[src/rtl/micro_sequencer.sv]
// micro_sequencer: microprogram counter (uPC) and next-address selection
// for the control store. Picks increment, MIR jump target or opcode decode
// from the branch-type (Tipo) bus, holds while memory is not ready, and
// freezes in HALT on a fatal sequencing error until the next reset.
//
// Stall semantics: Stall_In is a level "not ready" indication rather than a
// valid/ready handshake. While it is high in RUN the uPC holds and Tipo is
// ignored. The Tipo of the held microinstruction is applied on the first RUN
// edge after the sequencer has returned from STALL.
module micro_sequencer #(
  parameter int MICRO_SEQUENCER_ADDR = 11,
  parameter int MICRO_SEQUENCER_TIPO = 2,
  parameter int MICRO_SEQUENCER_IR   = 32
) (
  input  logic                            MICRO_SEQUENCER_CLOCK_50,
  input  logic                            MICRO_SEQUENCER_ResetInLow_In,
  input  logic [MICRO_SEQUENCER_TIPO-1:0] MICRO_SEQUENCER_Tipo_InBus,
  input  logic [MICRO_SEQUENCER_ADDR-1:0] MICRO_SEQUENCER_JumpAddr_InBus,
  input  logic [MICRO_SEQUENCER_IR-1:0]   MICRO_SEQUENCER_IR_InBus,
  input  logic                            MICRO_SEQUENCER_Stall_In,
  output logic [MICRO_SEQUENCER_ADDR-1:0] MICRO_SEQUENCER_Addr_OutBus,
  output logic                            MICRO_SEQUENCER_Stalled_Out,
  output logic                            MICRO_SEQUENCER_Halt_Out,
  output logic [1:0]                      MICRO_SEQUENCER_Error_OutBus,
  // Debug view of the sequencer state: 0 BOOT, 1 RUN, 2 STALL, 3 HALT
  output logic [1:0]                      MICRO_SEQUENCER_State_OutBus
);

  // Branch-type encodings carried on the Tipo bus
  localparam logic [1:0] TIPO_NEXT   = 2'b00;
  localparam logic [1:0] TIPO_JUMP   = 2'b01;
  localparam logic [1:0] TIPO_DECODE = 2'b10;

  // Error codes reported while halted
  localparam logic [1:0] ERR_NONE     = 2'b00;
  localparam logic [1:0] ERR_TIPO     = 2'b01;
  localparam logic [1:0] ERR_OPCODE   = 2'b10;
  localparam logic [1:0] ERR_OVERFLOW = 2'b11;

  // Format-2 op2 values that have a microcode routine
  localparam logic [2:0] OP2_BRANCH = 3'b010;
  localparam logic [2:0] OP2_SETHI  = 3'b100;

  typedef enum logic [1:0] {
    ST_BOOT  = 2'b00,
    ST_RUN   = 2'b01,
    ST_STALL = 2'b10,
    ST_HALT  = 2'b11
  } state_t;

  state_t                          state;
  logic [MICRO_SEQUENCER_ADDR-1:0] upc;
  logic                            stalled;
  logic                            halt;
  logic [1:0]                      error;

  // Decoder outputs
  logic [1:0]                      op;
  logic [2:0]                      op2;
  logic [MICRO_SEQUENCER_ADDR-1:0] decode_addr;
  logic                            decode_legal;

  // Overflow detection for the increment path (no wrap allowed)
  logic                            upc_at_max;

  assign op  = MICRO_SEQUENCER_IR_InBus[31:30];
  assign op2 = MICRO_SEQUENCER_IR_InBus[24:22];
  assign upc_at_max = (upc == {MICRO_SEQUENCER_ADDR{1'b1}});

  // Opcode decode: map the instruction to the entry point of its routine.
  // All routines live in the upper half of the control store (MSB = 1).
  always_comb begin
    decode_addr  = '0;
    decode_legal = 1'b0;
    if (op[1]) begin
      // Format 3: one routine per op/op3 pair, 4 words apart
      decode_addr  = {1'b1, op, MICRO_SEQUENCER_IR_InBus[24:19], 2'b00};
      decode_legal = 1'b1;
    end else if (op == 2'b00) begin
      // Format 2: one routine per op2, 32 words apart; only branch and sethi exist
      decode_addr  = {1'b1, 2'b00, op2, 5'b00000};
      decode_legal = (op2 == OP2_BRANCH) || (op2 == OP2_SETHI);
    end else begin
      // Format 1 (call): a single routine
      decode_addr  = {1'b1, 2'b01, 8'h00};
      decode_legal = 1'b1;
    end
  end

  // Sequencer FSM: uPC, state and all status outputs update together
  always_ff @(posedge MICRO_SEQUENCER_CLOCK_50 or negedge MICRO_SEQUENCER_ResetInLow_In) begin
    if (!MICRO_SEQUENCER_ResetInLow_In) begin
      state   <= ST_BOOT;
      upc     <= '0;
      stalled <= 1'b0;
      halt    <= 1'b0;
      error   <= ERR_NONE;
    end else begin
      case (state)
        ST_BOOT: begin
          // uPC stays at 0 for one full cycle so the first word is fetched
          state <= ST_RUN;
        end

        ST_RUN: begin
          if (MICRO_SEQUENCER_Stall_In) begin
            // Stall wins over Tipo; no error checks on a stalled cycle
            state   <= ST_STALL;
            stalled <= 1'b1;
          end else begin
            case (MICRO_SEQUENCER_Tipo_InBus)
              TIPO_NEXT: begin
                if (upc_at_max) begin
                  state <= ST_HALT;
                  halt  <= 1'b1;
                  error <= ERR_OVERFLOW;
                end else begin
                  upc <= upc + 1'b1;
                end
              end
              TIPO_JUMP: begin
                upc <= MICRO_SEQUENCER_JumpAddr_InBus;
              end
              TIPO_DECODE: begin
                if (decode_legal) begin
                  upc <= decode_addr;
                end else begin
                  state <= ST_HALT;
                  halt  <= 1'b1;
                  error <= ERR_OPCODE;
                end
              end
              default: begin
                // Reserved branch type
                state <= ST_HALT;
                halt  <= 1'b1;
                error <= ERR_TIPO;
              end
            endcase
          end
        end

        ST_STALL: begin
          // Hold the current microinstruction until memory is ready
          if (!MICRO_SEQUENCER_Stall_In) begin
            state   <= ST_RUN;
            stalled <= 1'b0;
          end
        end

        default: begin
          // HALT: everything frozen until reset
          state <= ST_HALT;
        end
      endcase
    end
  end

  assign MICRO_SEQUENCER_Addr_OutBus  = upc;
  assign MICRO_SEQUENCER_Stalled_Out  = stalled;
  assign MICRO_SEQUENCER_Halt_Out     = halt;
  assign MICRO_SEQUENCER_Error_OutBus = error;
  assign MICRO_SEQUENCER_State_OutBus = state;

endmodule

[config.mk]
export PLATFORM = sky130hd
export DESIGN_NAME = micro_sequencer
export DESIGN_NICKNAME = d
export VERILOG_FILES = /design/src/rtl/micro_sequencer.sv
export SDC_FILE = /design/constraint.sdc
export NUM_CORES = 1
export LEC_CHECK = 0
export BUFFER_PORTS_ARGS = -buffer_cell sky130_fd_sc_hd__buf_2
export CAP_MARGIN = 30
export CORE_MARGIN = 2
export CORE_UTILIZATION = 42
export DETAILED_ROUTE_END_ITERATION = 16
export HOLD_SLACK_MARGIN = 0.02
export PLACE_DENSITY = 0.77
export SYNTH_ARGS = -nofsm -noshare
export SYNTH_HDL_FRONTEND = slang
export SYNTH_SLANG_ARGS = --single-unit
[constraint.sdc]
create_clock -name MICRO_SEQUENCER_CLOCK_50 -period 1.8 [get_ports MICRO_SEQUENCER_CLOCK_50]
set_input_delay 0.18 -clock MICRO_SEQUENCER_CLOCK_50 [delete_from_list [all_inputs] [get_ports MICRO_SEQUENCER_CLOCK_50]]
set_output_delay 0.18 -clock MICRO_SEQUENCER_CLOCK_50 [all_outputs]
set_load 0.01 [all_outputs]
== After elaboration in Yosys (flattened, before gate mapping) ==
Index checks and enable logic that the tools add are counted.

* Flip-flop bits (word level): 17
* Latch bits: 0
* RAM bits: 0
* Bits in read-only memories: 0
* Bits of input ports: 48
* Logic and storage cells: 55
* Memories: 0

* Add/subtract/negate cells: 1
* Multiply operators: 0
* Divide/modulo/power cells: 0
* Magnitude comparators: 0
* Equality and inequality tests: 16
* Shift-type cells: 0
* Muxes and demuxes: 21
* Bitwise operators: 2
* Reductions and logical operators: 10

{| class="wikitable"
|+ Operators by type and width
! operator !! count
|-
| two-way mux 11 bit || 3
|-
| one-hot mux 11 bit (3 select lines) || 1
|-
| one-hot mux 2 bit (3 select lines) || 3
|-
| inequality test 2 bit, second input constant || 6
|-
| adder 11 x 1 -> 11 bit, second input constant || 1
|-
| == test 11 bit, second input constant || 1
|-
| two-way mux 2 bit || 5
|-
| AND reduction 5 bit || 2
|-
| two-way mux 9 bit || 1
|-
| inequality test 4 bit, second input constant || 2
|-
| logical NOT 2 bit || 3
|-
| two-way mux 1 bit || 6
|-
| == test 2 x 1 -> 1 bit, second input constant || 2
|-
| == test 2 bit, second input constant || 2
|-
| AND reduction 4 bit || 1
|-
| == test 3 x 2 -> 1 bit, second input constant || 1
|-
| == test 3 bit, second input constant || 1
|-
| inequality test 3 bit, second input constant || 1
|-
| one-hot mux 1 bit (3 select lines) || 1
|-
| AND reduction 3 bit || 1
|-
| nonzero test 3 bit || 1
|-
| NOT 1 bit || 2
|-
| one-hot mux 1 bit (2 select lines) || 1
|-
| nonzero test 2 bit || 1
|-
| logical OR 1 bit || 1
|}

== Longest topological paths before layout ==
Gate-level depths: netlist of the first run.

* Depth after elaboration: 8
* Gate-level depth with buffers: 8
* Gate-level depth less buffers: 6

== Worst setup path before layout of the first run ==
OpenSTA, ideal clock, no wires.

* Path type: register -> register
* Start point: register upc[0] (netlist: MICRO_SEQUENCER_Addr_OutBus[0])
* End point: register upc[1] (netlist: MICRO_SEQUENCER_Addr_OutBus[1])
* Arrival time: 1.779 ns
* Slack: -0.106 ns
* Stages on the path, launching flop included: 7
* Buffers on the path: 1
* Period minus slack after synthesis: 1.906 ns
* Path through: dfrtp_1 ha_1 nand4_4 nor4_4 or2_1 buf_6 mux2_1

* Word-level cells in the longest chain between the ends: 3
* Elaborated cells on any way between the ends: 6

{| class="wikitable"
|+ Ends and longest elaborated chain
! what !! RTL line !! source
|-
| from (decl) || 52 || <nowiki>logic [MICRO_SEQUENCER_ADDR-1:0] upc;</nowiki>
|-
| from (signal assigned) || 118 || <nowiki>upc <= upc + 1'b1;</nowiki>
|-
| from (signal assigned) || 122 || <nowiki>upc <= MICRO_SEQUENCER_JumpAddr_InBus;</nowiki>
|-
| from (signal assigned) || 126 || <nowiki>upc <= decode_addr;</nowiki>
|-
| adder 11 x 1 -> 11 bit or == test 11 bit (tied branches) || 118, 68 ||
|-
| two-way mux 11 bit or inequality test 2 bit (tied branches) || -- ||
|-
| one-hot mux 11 bit (3 select lines) or AND reduction 5 bit (tied branches) || -- ||
|}

Parallel ways exist; a longest one is shown, timed or not. The select of a mux whose other input is x is not followed.
A chain may end at the register's enable or synchronous reset.

== Worst setup path after layout of the first run ==
* Start point: input port MICRO_SEQUENCER_Tipo_InBus[0]
* End point: register upc[7] (netlist: MICRO_SEQUENCER_Addr_OutBus[7])

* Word-level cells in the longest chain between the ends: 3
* Elaborated cells on any way between the ends: 8

{| class="wikitable"
|+ Ends and longest elaborated chain
! what !! RTL line !! source
|-
| from (decl) || 17 || <nowiki>input logic [MICRO_SEQUENCER_TIPO-1:0] MICRO_SEQUENCER_Tipo_InBus,</nowiki>
|-
| == test 2 bit, or another cell as far along || 111 || <nowiki>case (MICRO_SEQUENCER_Tipo_InBus)</nowiki>
|-
| inequality test 2 bit (no line) or nonzero test 3 bit (tied branches) || -- ||
|-
| AND reduction 5 bit (no line) || -- ||
|}

Parallel ways exist; a longest one is shown, timed or not.

==> run metrics, run 1 <==
max cap viols=0; DIE WIDTH=60.57 um; vias per cell=5.612; per-cell routed wire length=14.71 um; largest net degree at the start of global routing=18; status=complete, no violations; Rows=20; Post-Syn Area=1344 um2; Root Driver=clkbuf_4; Metal-1 WL=1629 um; final worst-path cycle share=0.9729; yosys warns=0; die height=60.57 um; worst-margin pin slew=0.4023 ns; crit path time final=1.751 ns; grt total ovfl=0; Final Slew Violations=0; Mapped Cells=143; antenna violations before repair=0; number of diodes=0; H-tree levels=1; CTS tree=built; Hold Violations, Final=0; DR WL met2=1950 um; CTS Buffer Depth=2; Async S/R FF share, synth=1.000; worst hold path type=input pin to flop; DPL Wire Length=2873 um; DIE AREA=3668 um2; register bit total from synthesis=17; vias post-DR=1448; critical path class=input pin to flop; Post-synth EDFFs=0; worst slack, placed=-0.2290 ns; Detail Route Antenna Nets=0; Clock Latency Late Sink=0.29 ns; pwr dens=683.2 nW/um2; relative max-transition margin=0.7318; All-Layer GR Usage=0.2163; buffers and inverters on the worst path=4; most frequent cells in the layout=buf_2 (40), buf_4 (32), dfrtp_1 (16), inv_1 (10), nand2_1 (10); core area=3053 um2; first-pass GRT wire length=6030 um; nets=269; DR WL met3=152 um; share of cells above drive strength 1=0.4159; ys flop type=dfrtp_1; critical path data required time=1.97 ns; Leak=0.8566 nW; number of global-route vias before repair=1337; worst setup margin=0.04879 ns; Crit-path slowest cell=a2111o_1; worst path cell trace=buf_2, inv_1, ha_2, or3b_4, o211ai_4, buf_4, buf_4, nor3_2, a2111o_1; gpl congestion=0.9180; WL final=3796 um; Mapped Avg Cell Area=9.397 um2; kind of end point of the critical path=flop; startpoint types=input pin; clock slew at reported path FFs=0.11 ns; Port Buffer Count=40; Num CTS Buffers=3; DRT Pass-1 Iters=4; WP data arrival=1.92 ns; Max VDD drop=0.5235 mV; critical-path maximum fanout=7; # clock sinks=17; Detailed Route Iter0 Violations=51; unrepaired setup endpoints after global routing=true; skew final=0.003660 ns; leading cell type in the layout, fill and taps excluded=buf_2; CP top delay family=compound AO/OA/AOI/OAI gates; most used cell, CP=buf_4; Initial Utilization=0.4402; Cell variety after synth=50; Post-Synthesis Net Count=197; biggest cell delay along the critical path=0.40 ns; DRC Markers=0; io pins=65; synth-to-layout area growth=39.94%; Fmax=571.0 MHz; Top Layer Used=met4; final setup fails=0; sequential share of the synthesized area=0.3166; total negative slack=0 ns
-- flip-flops by register name (all words and copies together), names as in the netlist --
name / count
MICRO_SEQUENCER_Addr_OutBus: 11
MICRO_SEQUENCER_Error_OutBus: 2
MICRO_SEQUENCER_Halt_Out: 1
MICRO_SEQUENCER_Stalled_Out: 1
MICRO_SEQUENCER_State_OutBus: 2
-- worst min-delay path, delay by kind of cell --
| family | cells | cell delay [ns] |
|---|---|---|
| AOI/OAI and AO/OA | 2 | 0.19 |
| buffers and inverters | 1 | 0.08 |
-- final timing paths --
| path | startpoint | to | slack, ns | cells past startpoint |
|---|---|---|---|---|
| max | MICRO_SEQUENCER_Tipo_InBus[0] | MICRO_SEQUENCER_Addr_OutBus[7]$_DFFE_PN0P_ | 0.05 | 9 |
| min | MICRO_SEQUENCER_JumpAddr_InBus[6] | MICRO_SEQUENCER_Addr_OutBus[6]$_DFFE_PN0P_ | 0.18 | 3 |
| max reg2reg | MICRO_SEQUENCER_State_OutBus[1]$_DFFE_PN0P_ | MICRO_SEQUENCER_Addr_OutBus[9]$_DFFE_PN0P_ | 0.06 | 4 |
| min reg2reg | MICRO_SEQUENCER_Halt_Out$_DFFE_PN0P_ | MICRO_SEQUENCER_Halt_Out$_DFFE_PN0P_ | 0.48 | 1 |
| max in group asynchronous | MICRO_SEQUENCER_ResetInLow_In | MICRO_SEQUENCER_State_OutBus[1]$_DFFE_PN0P_ | 1.16 | 2 |
| min in group asynchronous | MICRO_SEQUENCER_ResetInLow_In | MICRO_SEQUENCER_Error_OutBus[0]$_DFFE_PN0P_ | 0.33 | 2 |
-- cells in the mapped netlist, types with 3 or more instances --
cell       n  area (um2)
dfrtp_1   17       425.4
inv_1     10       37.54
nand2_1   10       37.54
nor4_1     7       43.79
a21oi_1    6       30.03
ha_1       6       75.07
clkbuf_1   5       18.77
nand3_1    5       25.02
nor2_1     5       18.77
o21ai_0    5       25.02
a32oi_1    4       35.03
buf_6      4       45.04
a2111o_1   3       33.78
and2_1     3       18.77
and3_1     3       18.77
nand4_1    3       18.77
o31ai_1    3       22.52
-- per-layer routing --
metal | track usage | up-vias
met5 | 0 | -
met2 | 0.3702 | 52
met4 | 0.08385 | 0
met3 | 0.01706 | 7
li1 | - | 693
met1 | 0.2836 | 696
-- logic make-up (layout without fill, tap and decap cells) --
family,count (synthesis),in the layout,synth area share
adders and majority gates,6,6,0.05586
buffers and inverters,19,90,0.07542
AOI/OAI and AO/OA,42,42,0.2449
xor gates and xnor gates,2,2,0.01304
and+or+nand+nor,54,54,0.2710
DFF,17,17,0.3166
muxes,3,3,0.02328
-- final cells by class --
class	count	area, um2
tap	44	55.05
fill	266	1172
clock buffer	4	26.28
multi-input combinational	107	842.1
inverter	10	37.54
sequential	17	426.7
timing repair buffer	76	493.0
-- power breakdown --
group	total [W]	leakage [nW]	switching [W]	internal (W)
Combinational	0.000547	0.661	0.000272	0.000275
Sequential	0.000522	0.180	0.0000647	0.000457
Clock	0.000215	0.0150	0.000129	0.0000862
-- repair_timing --
action                                  in CTS  in global routing
cloned                                       0                  0
setup buffers                                0                  4
endpoints found under the setup margin       4                  7
pin swaps                                    0                  8
hold endpoints to repair                    17                  0
gates resized for setup                      1                  5
hold buffers                                 1                  0
-- through the flow --
stage / std cells / cell area [um2] / hold slack [ns] / total power (W) / utilization
after floorplan: 143 / 1348 / -0.1156 / 0.0007782 / -
after global routing: 258 / 1881 / 0.1940 / 0.001377 / 0.6160
after CTS: 254 / 1823 / 0.1722 / 0.001268 / 0.5971
after detailed placement: 249 / 1784 / 0.1374 / 0.001049 / 0.5844
after global placement: 249 / 1784 / 0.1270 / 0.001023 / 0.5844
final: 258 / 1881 / 0.1772 / 0.001285 / 0.6160
No activity file was read; power rests on OpenSTA's default activity.
==> run 2: changes to the inputs <==
- PLACE_DENSITY: 0.77 -> 0.88
==> run 2 against run 1 <==
- non-clock buffer count up 6
- sequential power increased by 2%
- hold slack got worse by 0.021 ns
- first-iteration DRC count grew to 3.1 times the previous value
- critical path type is now flop to flop
- flip-flop and latch count is the same
- via count rose by 7.3%
==> run metrics, run 2 (synthesis gave the netlist of run 1 again) <==
Port Buffer Count=40 (unchanged); number of diodes=0 (unchanged); gpl congestion=0.9243 (was 0.9180); most frequent cells in the layout=buf_2 (40), buf_4 (37), dfrtp_1 (15), inv_1 (10), nand2_1 (10) (was buf_2 (40), buf_4 (32), dfrtp_1 (16), inv_1 (10), nand2_1 (10)); All-Layer GR Usage=0.2364 (was 0.2163); WL final=4226 um (was 3796 um); final worst-path cycle share=0.9965 (was 0.9729); RR Startpoint=MICRO_SEQUENCER_State_OutBus[1]$_DFFE_PN0P_ (unchanged); leading cell type in the layout, fill and taps excluded=buf_2 (unchanged); Root Driver=clkbuf_4 (unchanged); skew final=0.002809 ns (was 0.003660 ns); multi-input logic area=852.1 um2 (was 842.1 um2); per-cell routed wire length=16.01 um (was 14.71 um); number of fill cells=250 (was 266); register area=427.9 um2 (was 426.7 um2); pwr dens=684.5 nW/um2 (was 683.2 nW/um2); # clock sinks=17 (unchanged); Leak=0.8747 nW (was 0.8566 nW); unrepaired setup endpoints after global routing=true (unchanged); largest net degree at the start of global routing=18 (unchanged); final setup fails=0 (unchanged); Hold Slack=0.1564 ns (was 0.1772 ns); buffers and inverters on the worst path=0 (was 4); DRT Pass-1 Iters=4 (unchanged); vias per cell=5.886 (was 5.612); biggest cell delay along the critical path=0.44 ns (was 0.40 ns); Detail Route Antenna Nets=0 (unchanged); io pins=65 (unchanged); worst path cell trace=nor4b_4, o211ai_4, or2_4, a2111o_1 (was buf_2, inv_1, ha_2, or3b_4, o211ai_4, buf_4, buf_4, nor3_2, a2111o_1); antenna violations before repair=0 (unchanged); critical path class=flop to flop (was input pin to flop); share of cells above drive strength 1=0.4455 (was 0.4159); Num CTS Buffers=3 (unchanged); WHS Path Cells=3 (unchanged); CTS tree=built (unchanged); WP data arrival=1.99 ns (was 1.92 ns); synth-to-layout area growth=44.41% (was 39.94%); DIE WIDTH=60.57 um (unchanged); DPL Wire Length=3107 um (was 2873 um); Initial Utilization=0.4402 (unchanged); worst hold path type=input pin to flop (unchanged); worst-margin pin slew=0.3912 ns (was 0.4023 ns); first-pass GRT wire length=6561 um (was 6030 um); H-tree levels=1 (unchanged); CP top delay family=simple AND/OR/NAND/NOR gates (was compound AO/OA/AOI/OAI gates); R2R depth=4 (unchanged); status=complete, no violations (unchanged); Clock Latency Late Sink=0.30 ns (was 0.29 ns); startpoint types=flop (was input pin); Rows=20 (unchanged); Hold Violations, Final=0 (unchanged); nets=275 (was 269); critical path data required time=2.00 ns (was 1.97 ns); grt total ovfl=0 (unchanged); worst slack, placed=-0.2080 ns (was -0.2290 ns); crit path time final=1.794 ns (was 1.751 ns); number of global-route vias before repair=1462 (was 1337); CTS Buffer Depth=2 (unchanged); critical-path maximum fanout=7 (unchanged); core area=3053 um2 (unchanged); CP Launch Point=MICRO_SEQUENCER_State_OutBus[1]$_DFFE_PN0P_ (was MICRO_SEQUENCER_Tipo_InBus[0]); CP Depth=4 (was 9); die height=60.57 um (unchanged); total power=0.001328 W (was 0.001285 W); relative max-transition margin=0.7392 (was 0.7318); Final Slew Violations=0 (unchanged); Detailed Route Iter0 Violations=160 (was 51); DRC Markers=0 (unchanged); Crit-path slowest cell=dfrtp_2 (was a2111o_1); hold wc startpoint=MICRO_SEQUENCER_JumpAddr_InBus[6] (unchanged); worst setup margin=0.006231 ns (was 0.04879 ns); DIE AREA=3668 um2 (unchanged); clock slew at reported path FFs=0.12 ns (was 0.11 ns); Fmax=557.5 MHz (was 571.0 MHz); kind of end point of the critical path=flop (unchanged); max cap viols=0 (unchanged); vias post-DR=1554 (was 1448); Max VDD drop=0.2167 mV (was 0.5235 mV); max FFs per register=11 (unchanged)
[run 2: cell count changes in the layout (fill, tap and decap cells not counted), sizes merged]
cell / before / now
buf: 75 / 81
[run 2: worst paths after layout]
kind	to	slack, ns
min in group asynchronous	MICRO_SEQUENCER_Addr_OutBus[4]$_DFFE_PN0P_	0.31
max in group asynchronous	MICRO_SEQUENCER_State_OutBus[1]$_DFFE_PN0P_	1.19
setup / recovery	MICRO_SEQUENCER_Addr_OutBus[9]$_DFFE_PN0P_	0.006
setup reg to reg	MICRO_SEQUENCER_Addr_OutBus[9]$_DFFE_PN0P_	0.006
hold reg to reg	MICRO_SEQUENCER_Halt_Out$_DFFE_PN0P_	0.49
hold / removal	MICRO_SEQUENCER_Addr_OutBus[6]$_DFFE_PN0P_	0.16
[run 2: worst min-delay path, delay by kind of cell]
kind	cells	cell delay [ns]
AOI/OAI and AO/OA	2	0.17
buffers and inverters	1	0.08
[run 2: layout make-up]
class / instances / share of cell area
well taps: 44 / 0.02837
multi-input cells: 107 / 0.4391
repair buffers: 82 / 0.2792
clock buffers: 4 / 0.01354
flip-flops and latches: 17 / 0.2205
inverters: 10 / 0.01934
[run 2: repair_timing]
item                       4_1_cts  5_1_grt
hold endpoints to repair        17        0
setup endpoints to repair        8        8
gates cloned                     0        0
pin swaps                        4        6
resized for setup                3        8
hold buffers                     1        0
setup buffers                    2        2
[run 2: per-stage QoR]
stage	TNS [ns]	util	cells	area, um2
after floorplan	0	-	143	1348
after global placement	-0.8102	0.5992	255	1829
after detailed placement	-1.529	0.5992	255	1829
after CTS	-0.006597	0.6193	262	1891
after global routing	-0.2321	0.6357	264	1941
final	0	0.6357	264	1941
[run 2: power breakdown]
| group | total (W) | internal [W] | switching, W |
|---|---|---|---|
| registers | 0.000533 | 0.000460 | 0.0000735 |
| logic | 0.000567 | 0.000276 | 0.000291 |
| clock network | 0.000229 | 0.0000864 | 0.000142 |
[run 2: routing by layer]
| metal | share of wire | global-route usage |
|---|---|---|
| met1 | 0.42 | 0.3039 |
| met2 | 0.48 | 0.4071 |
| met3 | 0.074 | 0.02345 |
| met4 | 0.022 | 0.09317 |
| met5 | 0 | 0 |
